`src/rtl/debug_frame_streamer_if.sv`:
```
// Frame stream from the debug frame streamer to the debug interface's frame-capture logic.
interface debug_frame_streamer_if #(
  parameter int unsigned NB_FRAME = 32
);
  logic [NB_FRAME-1:0] o_frame;
  logic                o_eod;
  logic                o_busy;
  logic                o_overrun;

  modport master (output o_frame, o_eod, o_busy, o_overrun);
  modport slave  (input  o_frame, o_eod, o_busy, o_overrun);
endinterface

```
`src/rtl/debug_frame_streamer.sv`:
```
// Debug frame streamer: snapshots the requested register / PC / memory word / latch strip
// and streams it as N_WORDS frames, one per cycle, followed by a one-cycle end-of-data strobe.
module debug_frame_streamer #(
  parameter int unsigned NB_FRAME  = 32,
  parameter int unsigned NB_BUFFER = 96,
  parameter int unsigned N_LATCH   = 8,
  parameter int unsigned NB_SELECT = 6
) (
  input  logic                          i_clock,
  input  logic                          i_reset,
  input  logic [NB_SELECT-1:0]          i_request_select,
  input  logic [NB_FRAME-1:0]           i_reg_data,
  input  logic [NB_FRAME-1:0]           i_pc,
  input  logic [NB_FRAME-1:0]           i_data_mem,
  input  logic [NB_FRAME-1:0]           i_instr_mem,
  input  logic [N_LATCH*NB_BUFFER-1:0]  i_latch_bus,
  output logic [4:0]                    o_reg_addr,
  debug_frame_streamer_if.master        stream
);

  localparam int unsigned N_WORDS   = NB_BUFFER / NB_FRAME;
  localparam int unsigned NB_CNT    = (N_WORDS > 1) ? $clog2(N_WORDS) : 1;
  localparam int unsigned NB_PAD    = NB_BUFFER - NB_FRAME;
  localparam int unsigned SEL_DMEM  = 32;
  localparam int unsigned SEL_IMEM  = 33;
  localparam int unsigned SEL_PC    = 34;
  localparam int unsigned SEL_LATCH = 36;

  typedef enum logic [1:0] {
    IDLE   = 2'd0,
    STREAM = 2'd1,
    EOD    = 2'd2
  } state_t;

  state_t                state;
  logic [NB_CNT-1:0]     word_cnt;
  logic [NB_BUFFER-1:0]  shift_reg;
  logic [NB_FRAME-1:0]   frame_q;
  logic                  eod_q;
  logic                  busy_q;
  logic                  overrun_q;

  logic [NB_BUFFER-1:0]  strip;
  logic                  request;

  assign o_reg_addr = i_request_select[4:0];
  assign request    = (i_request_select != {NB_SELECT{1'b1}});

  // Source decode: pick the strip addressed by the request code, single words left-justified.
  always_comb begin
    strip = '0;
    if (!i_request_select[NB_SELECT-1]) begin
      strip = {i_reg_data, {NB_PAD{1'b0}}};
    end else if (i_request_select == NB_SELECT'(SEL_DMEM)) begin
      strip = {i_data_mem, {NB_PAD{1'b0}}};
    end else if (i_request_select == NB_SELECT'(SEL_IMEM)) begin
      strip = {i_instr_mem, {NB_PAD{1'b0}}};
    end else if (i_request_select == NB_SELECT'(SEL_PC)) begin
      strip = {i_pc, {NB_PAD{1'b0}}};
    end else begin
      for (int k = 0; k < int'(N_LATCH); k++) begin
        if (i_request_select == NB_SELECT'(SEL_LATCH + k)) begin
          strip = i_latch_bus[k*NB_BUFFER +: NB_BUFFER];
        end
      end
    end
  end

  // Streaming FSM; o_frame is loaded one word ahead so every output is a plain register.
  always_ff @(posedge i_clock) begin
    if (i_reset) begin
      state     <= IDLE;
      word_cnt  <= '0;
      shift_reg <= '0;
      frame_q   <= '0;
      eod_q     <= 1'b0;
      busy_q    <= 1'b0;
      overrun_q <= 1'b0;
    end else begin
      case (state)
        IDLE: begin
          frame_q <= '0;
          eod_q   <= 1'b0;
          busy_q  <= 1'b0;
          if (request) begin
            frame_q   <= strip[NB_BUFFER-1 -: NB_FRAME];
            shift_reg <= strip << NB_FRAME;
            word_cnt  <= '0;
            busy_q    <= 1'b1;
            state     <= STREAM;
          end
        end
        STREAM: begin
          if (request) begin
            overrun_q <= 1'b1;
          end
          if (word_cnt == NB_CNT'(N_WORDS - 1)) begin
            frame_q <= '0;
            eod_q   <= 1'b1;
            state   <= EOD;
          end else begin
            frame_q   <= shift_reg[NB_BUFFER-1 -: NB_FRAME];
            shift_reg <= shift_reg << NB_FRAME;
            word_cnt  <= word_cnt + NB_CNT'(1);
          end
        end
        EOD: begin
          if (request) begin
            overrun_q <= 1'b1;
          end
          frame_q <= '0;
          eod_q   <= 1'b0;
          busy_q  <= 1'b0;
          state   <= IDLE;
        end
        default: begin
          frame_q <= '0;
          eod_q   <= 1'b0;
          busy_q  <= 1'b0;
          state   <= IDLE;
        end
      endcase
    end
  end

  assign stream.o_frame   = frame_q;
  assign stream.o_eod     = eod_q;
  assign stream.o_busy    = busy_q;
  assign stream.o_overrun = overrun_q;

endmodule

```
`src/flat_wrapper.sv`:
```
// flat-port wrapper written by rule: the top's interface ports become plain ports
module debug_frame_streamer_flat 
#(
  parameter int unsigned NB_FRAME  = 32,
  parameter int unsigned NB_BUFFER = 96,
  parameter int unsigned N_LATCH   = 8,
  parameter int unsigned NB_SELECT = 6
)
  (i_clock, i_reset, i_request_select, i_reg_data, i_pc, i_data_mem, i_instr_mem, i_latch_bus, o_reg_addr, stream_o_frame, stream_o_eod, stream_o_busy, stream_o_overrun);
  debug_frame_streamer_if #(.NB_FRAME(NB_FRAME)) stream_i ();
  input  logic i_clock;
  input  logic i_reset;
  input  logic [NB_SELECT-1:0] i_request_select;
  input  logic [NB_FRAME-1:0] i_reg_data;
  input  logic [NB_FRAME-1:0] i_pc;
  input  logic [NB_FRAME-1:0] i_data_mem;
  input  logic [NB_FRAME-1:0] i_instr_mem;
  input  logic [N_LATCH*NB_BUFFER-1:0] i_latch_bus;
  output logic [4:0] o_reg_addr;
  output wire logic [$bits(stream_i.o_frame)-1:0] stream_o_frame;
  output wire logic [$bits(stream_i.o_eod)-1:0] stream_o_eod;
  output wire logic [$bits(stream_i.o_busy)-1:0] stream_o_busy;
  output wire logic [$bits(stream_i.o_overrun)-1:0] stream_o_overrun;
  assign stream_o_frame = stream_i.o_frame;
  assign stream_o_eod = stream_i.o_eod;
  assign stream_o_busy = stream_i.o_busy;
  assign stream_o_overrun = stream_i.o_overrun;
  debug_frame_streamer #(.NB_FRAME(NB_FRAME), .NB_BUFFER(NB_BUFFER), .N_LATCH(N_LATCH), .NB_SELECT(NB_SELECT)) u_core (.i_clock(i_clock), .i_reset(i_reset), .i_request_select(i_request_select), .i_reg_data(i_reg_data), .i_pc(i_pc), .i_data_mem(i_data_mem), .i_instr_mem(i_instr_mem), .i_latch_bus(i_latch_bus), .o_reg_addr(o_reg_addr), .stream(stream_i));
endmodule
```
`config.mk`:
```
export PLATFORM = sky130hd
export DESIGN_NAME = debug_frame_streamer_flat
export DESIGN_NICKNAME = d
export VERILOG_FILES = /design/src/rtl/debug_frame_streamer_if.sv /design/src/rtl/debug_frame_streamer.sv /design/src/flat_wrapper.sv
export SDC_FILE = /design/constraint.sdc
export NUM_CORES = 1
export LEC_CHECK = 0
export ABC_AREA = 1
export CAP_MARGIN = 20
export CORE_AREA = 2 2 367 369
export CTS_BUF_LIST = sky130_fd_sc_hd__clkbuf_8
export DETAILED_ROUTE_END_ITERATION = 12
export DIE_AREA = 0 0 369 371
export HOLD_SLACK_MARGIN = 0.06
export REMOVE_ABC_BUFFERS = 1
export SLEW_MARGIN = 20
export SYNTH_ARGS = -nofsm -noshare
export SYNTH_HDL_FRONTEND = slang
export SYNTH_SLANG_ARGS = --single-unit
```
`constraint.sdc`:
```
create_clock -name i_clock -period 2.1 [get_ports i_clock]
set_clock_uncertainty 0.15 [all_clocks]
set_input_delay 0.63 -clock i_clock [delete_from_list [all_inputs] [get_ports i_clock]]
set_output_delay 0.63 -clock i_clock [all_outputs]
set_load 0.005 [all_outputs]
```
==> out/results.ini, run 1 <==
[run_status]
run_status = finished, violations left
violations = negative setup slack

[power]
p_sw_mw = 5.296
internal_power_mw = 6.539
pwr-share-comb = 0.616
power.total_mw = 11.83
power_frac_clock = 0.143
leakage_nw = 10.86
ir_drop_mv = 0.3818
switching_share = 0.4475
power_frac_seq = 0.242
p_per_area_nw_per_um2 = 440.8

[global_routing]
globalRouteOverflowTotal = 0
grt_max_degree = 38
antenna_found_initial = 59
grt_pass1_vias = 19580
grtUsageTotal = 0.1931
grt_pass1_wl_um = 176900

[clocking]
clk_pin_slew_ps = 130
clock_latency_ps = 520
h-tree-depth = 3
cts_tree = yes
cts.path.max_buffers = 2
cts_hold_buf = 0
clock_sinks = 103
numCtsBuffers = 9
cts_root_buf = clkbuf_8

[timing]
slew-limit-headroom = 0.6471
setup_tns_ps = -496.6
min_period_over_period = 1.041
finalSetupViolCount = 18
hold_violations = 0
rsz0062_at_grt = true
hold_slack_ps = 308.3
setup_ws_ps = -85.41
drv_slew = 0
fmax_mhz = 457.6
tightest_slew_ps = 529.3
post-route-min-period_ps = 2185

[floorplanning]
die_h_um = 371
fp.dieArea_sq_um = 136900
core-area_sq_um = 132800
start_util = 0.08134
ios = 944
row_count = 134
die_w_um = 369

[place]
hpwlAfterDp_um = 115600
place_congestion = 0.9260
postPlaceCellArea_sq_um = 24610
portBuffers = 943
placed_cells = 4850
dp_slack_ps = -1485

[synthesis]
synth-seq-cells = 103
synth_cells = 2004
netlist_area_sq_um = 10800
yosysTopAreaCell = nand2_1
synth.most_common_cell = nand2_1
ys_warn_count = 0
syn_area_per_cell_sq_um = 5.389
yosysTopAreaCellShare = 0.2294
synthArstFlopShare = 0
yosysSeqAreaShare = 0.1909
yosysUniqueCellTypes = 32
synth_ff_type = dfxtp_1
synth.top_cells.by_area = nand2_1 (23%), dfxtp_1 (19%), nand3_1 (11%), a21oi_1 (11%), nor2_1 (7.0%)
synthTopCellsByCount = nand2_1 (660), nand3_1 (243), a21oi_1 (234), nor2_1 (200), dfxtp_1 (103)
synth_enable_flop_cells = 0

[setup_path]
rr_startpoint = u_core.word_cnt[0]
crit_path_max_fanout = 6
endpoint_kind = flop
timing.rr.end = u_core.shift_reg[45]
r2r_slack_ps = 60
worstSetupStartpointType = primary input
r2r_cells = 11
crit_arrival_ps = 2500
cp_slowest_cell = buf_12
cp_num_buf_inv = 7
worstSetupPathType = in -> reg
crit_family = simple AND/OR/NAND/NOR gates
crit_chain = buf_12, nor2_4, inv_2, buf_4, buf_6, nor2_4, buf_12, buf_12, buf_6, a21oi_1, nand3_1, nand2_1, nand3_1, nand2_1, nand3_2, nand2_1, a21oi_2
cpPeakStageDelay_ps = 170
crit_required_ps = 2410

[finish]
syn_to_final_growth_pct = 148.6
finalInstanceArea_sq_um = 26850
largest_reg_flops = 64
drive_above_1_share = 0.1917
final_nets = 4063
post-route-util = 0.2022
final_cells = 4945

[min_path]
min_path_cells = 2
min_to = u_core.stream.o_frame[4]
min_path_type = reg -> reg
min_from = u_core.shift_reg[68]

[route]
post-route-drc-count = 0
via_per_inst = 3.996
wl_per_cell_um = 28.21
ant_nets = 0
vias = 19760
wl_um = 139500
drtIter0Drc = 1537
drt_first_pass_iters = 6

[flow_run]
cap_viol_max_count = 0

-- worst min-delay path: cells and delay by family (launching register included) --
| kind | cells | cell delay [ps] |
|---|---|---|
| AND/OR/NAND/NOR | 1 | 70 |
| flip-flops | 1 | 330 |
| AO/OA/AOI/OAI | 1 | 40 |
-- placed cells by master, fill, tap and decap left out, drive strengths merged, types with 4 or more instances in the layout --
| master | Yosys | routed |
|---|---|---|
| clkdlybuf4s15 | 0 | 4 |
| nor2 | 213 | 213 |
| inv | 101 | 102 |
| a221oi | 34 | 34 |
| o22ai | 16 | 16 |
| clkbuf | 62 | 12 |
| nand4 | 81 | 81 |
| or2 | 26 | 26 |
| dfxtp | 103 | 103 |
| clkdlybuf4s50 | 0 | 900 |
| diode | 0 | 16 |
| o211ai | 16 | 16 |
| o21ai | 83 | 83 |
| nand3 | 243 | 243 |
| o21bai | 4 | 4 |
| nand2 | 666 | 666 |
| a21oi | 234 | 234 |
| dlygate4sd2 | 0 | 31 |
| buf | 101 | 365 |
| a22o | 13 | 13 |
-- final cells by class --
class / instances / area (sq um)
flip-flops and latches: 103 / 2077
well taps: 1768 / 2212
clock inverters: 6 / 77.57
inverters: 101 / 434.2
fillers: 15120 / 105900
repair buffers: 1304 / 13330
clock buffers: 10 / 137.6
diodes: 16 / 40.04
multi-input cells: 1637 / 8533
-- power by group through the flow --
stage	clock (mW)	sequential (mW)	combinational, mW
finish	1.69	2.86	7.29
global route	1.82	2.90	7.77
CTS	1.81	2.84	7.16
detailed placement	0	2.87	6.87
global placement	0	2.88	6.87
floorplan	0	2.72	2.00
-- worst max path at each step --
stage,slack (ps),end,start,depth (start not counted)
after floorplan,-4310,u_core.shift_reg[81],i_request_select[2],9
final,-90,u_core.stream.o_frame[10],i_request_select[2],17
after global placement,-1500,u_core.shift_reg[83],i_request_select[4],12
after global routing,-130,u_core.stream.o_frame[23],i_request_select[0],17
after CTS,-10,u_core.stream.o_frame[23],i_request_select[3],14
after detailed placement,-1490,u_core.shift_reg[83],i_request_select[4],12
-- timing repair --
action / in CTS / in global routing
gates resized for setup: 221 / 165
setup buffers: 32 / 28
pin swaps: 33 / 71
gates cloned: 6 / 2
setup endpoints to repair: 139 / 91
-- cell families (layout without fill, tap and decap cells) --
family,after synthesis,in the layout,synth area share
other,0,16,0
adder cells (fa/ha/maj),3,3,0.003476
flip-flops,103,103,0.1909
buffers and inverters,264,1421,0.1055
AND/OR/NAND/NOR,1233,1233,0.4912
AO/OA/AOI/OAI,401,401,0.2089
-- routing by layer --
layer / GRT usage / vias up / share of wire
met1: 0.2521 / 9404 / 0.44
li1: - / 9041 / -
met2: 0.3179 / 1085 / 0.46
met4: 0.04976 / 38 / 0.028
met3: 0.04438 / 194 / 0.074
met5: 0 / - / 0.0017
Note: power is estimated with default switching activity, not from simulation.
==> inputs of run 2 (changes only) <==
CORE_AREA = 2 2 366 368   (was 2 2 367 369)
DIE_AREA = 0 0 368 370   (was 0 0 369 371)
clock period = 2.58 ns   (was 2.1 ns; I/O delays follow)
==> run 2 against run 1 <==
Net effect: die area decreased by 0.54%; the flow now finishes without violations; sequential share of layout area increased by 0.36 points; combinational power fell by 18%; wire length is 0.58% lower.
==> out/results.ini, run 2 (synthesis results as in run 1) <==
[run_status]
run_status = complete, no violations

[global_routing]
grt_max_degree = 33
antenna_found_initial = 57
grtUsageTotal = 0.1919
grt_pass1_wl_um = 176400
globalRouteOverflowTotal = 0
grt_pass1_vias = 19170

[setup_path]
crit_chain = clkdlybuf4s18_2, nor2_4, inv_2, nor2_4, buf_12, buf_12, clkbuf_4, nand2_1, nand3_1, o22ai_1, nand3_1, o211ai_1, a21oi_1
endpoint_kind = flop
crit_path_max_fanout = 7
cp-startpoint = i_request_select[3]
timing.rr.end = u_core.shift_reg[46]
cp_slowest_cell = clkdlybuf4s18_2
crit_required_ps = 2830
rr_startpoint = u_core.state[1]
endpoint = u_core.shift_reg[92]
cpPeakStageDelay_ps = 260
worstSetupStartpointType = primary input
worstSetupPathType = in -> reg
r2r_cells = 11
r2r_slack_ps = 300
crit_arrival_ps = 2820

[power]
ir_drop_mv = 0.3220
leakage_nw = 10.14
power.total_mw = 9.598
p_per_area_nw_per_um2 = 376.7

[place]
dp_slack_ps = -1316
place_congestion = 0.9859
hpwlAfterDp_um = 116300
portBuffers = 943

[clocking]
cts_hold_buf = 0
cts_root_buf = clkbuf_8
clk_pin_slew_ps = 130
cts_tree = yes
numCtsBuffers = 9
clock_latency_ps = 470
cts.path.max_buffers = 2
clock_sinks = 103
h-tree-depth = 3

[route]
post-route-drc-count = 0
wl_um = 138700
drt_first_pass_iters = 5
highest_layer = met5
ant_nets = 0
route.met3.wl_um = 9866
vias = 19610
drtIter0Drc = 1750
wl_met2_um = 65080
wl_per_cell_um = 28.31
via_per_inst = 4.002
drt-met1-wl_um = 60880

[finish]
largest_reg_flops = 64
final_nets = 4016
layout_commonest_cell = clkdlybuf4s50_1
final_cell_mix = clkdlybuf4s50_1 (933), nand2_1 (651), buf_4 (237)
nFillCells = 15140
syn_to_final_growth_pct = 135.9
drive_above_1_share = 0.1394

[flow_run]
cap_viol_max_count = 0

[timing]
fmax_mhz = 390.4
min_period_over_period = 0.9928
finalSetupViolCount = 0
drv_slew = 0
tightest_slew_ps = 613.5
hold_violations = 0
post-route-min-period_ps = 2561
setup_ws_ps = 18.67
rsz0062_at_grt = true
slew-limit-headroom = 0.5910

[floorplanning]
die_w_um = 368
row_count = 134
die_h_um = 370
ios = 944
core-area_sq_um = 132500
fp.dieArea_sq_um = 136200
start_util = 0.08154

[min_path]
min_path_type = reg -> reg

run 2: cell types whose count changed in the layout (fill, tap and decap cells not counted), sizes merged, moves of 2 or more:
| cell | change |
|---|---|
| dlygate4sd2 | -29 |
| inv | +2 |
| clkdlybuf4s50 | +33 |
| buf | -54 |
| diode | +2 |
| clkinv | -2 |
run 2: area by class of cell:
cell class	instances	area (sq um)	area share
sequential	103	2062	0.08092
inverter	101	394.1	0.01547
multi-input combinational	1637	7914	0.3106
tap	1768	2212	0.08681
antenna	18	45.04	0.001768
clock inverter	6	55.05	0.002160
clock buffer	9	123.9	0.004861
timing repair buffer	1257	12680	0.4974
run 2: critical path: cells and delay by family:
kind	cells	cell delay [ps]
AOI/OAI and AO/OA	3	330
buffers and inverters	5	920
and+or+nand+nor	5	760
run 2: layer usage:
layer,GRT usage,vias to the layer above
li1,-,8948
met1,0.2534,9422
met2,0.3200,1053
met3,0.03699,156
met4,0.04560,28
met5,0,-
run 2: where the power goes:
group	switching (mW)	internal [mW]	total, mW	leakage, nW
logic	3.19	2.80	5.99	9.21
clock network	0.844	0.366	1.21	0.0859
registers	0.374	2.02	2.40	0.843
total	4.41	5.19	9.60	10.1
run 2: how the worst min path moves through the flow:
stage / slack [ps] / from / endpoint / cells after the start
final: 310 / u_core.shift_reg[35] / u_core.shift_reg[35] / 2
after global routing: 330 / u_core.shift_reg[35] / u_core.shift_reg[35] / 2
after CTS: 310 / u_core.shift_reg[32] / u_core.shift_reg[32] / 2
after detailed placement: 290 / u_core.shift_reg[32] / u_core.shift_reg[32] / 2
after global placement: 290 / u_core.shift_reg[37] / u_core.shift_reg[37] / 2
after floorplan: 280 / u_core.shift_reg[32] / u_core.shift_reg[32] / 2
run 2: repair_timing:
item	in CTS	in global routing
pin swaps	15	11
resized for setup	82	28
buffers inserted	22	9
gates cloned	4	2
endpoints found under the setup margin	102	40
run 2: metrics by stage:
step,utilization,setup TNS (ps),cell area [sq um],hold slack (ps),cells
6_report,0.1924,0,25480,311.5,4899
5_1_grt,0.1923,-30.57,25460,328.3,4892
4_1_cts,0.1905,0,25230,312.7,4870
3_5_place_dp,0.1844,-80640,24430,290.0,4829
3_3_place_gp,0.1844,-84110,24430,290.5,4829
2_1_floorplan,-,-361170,10040,276.1,1841
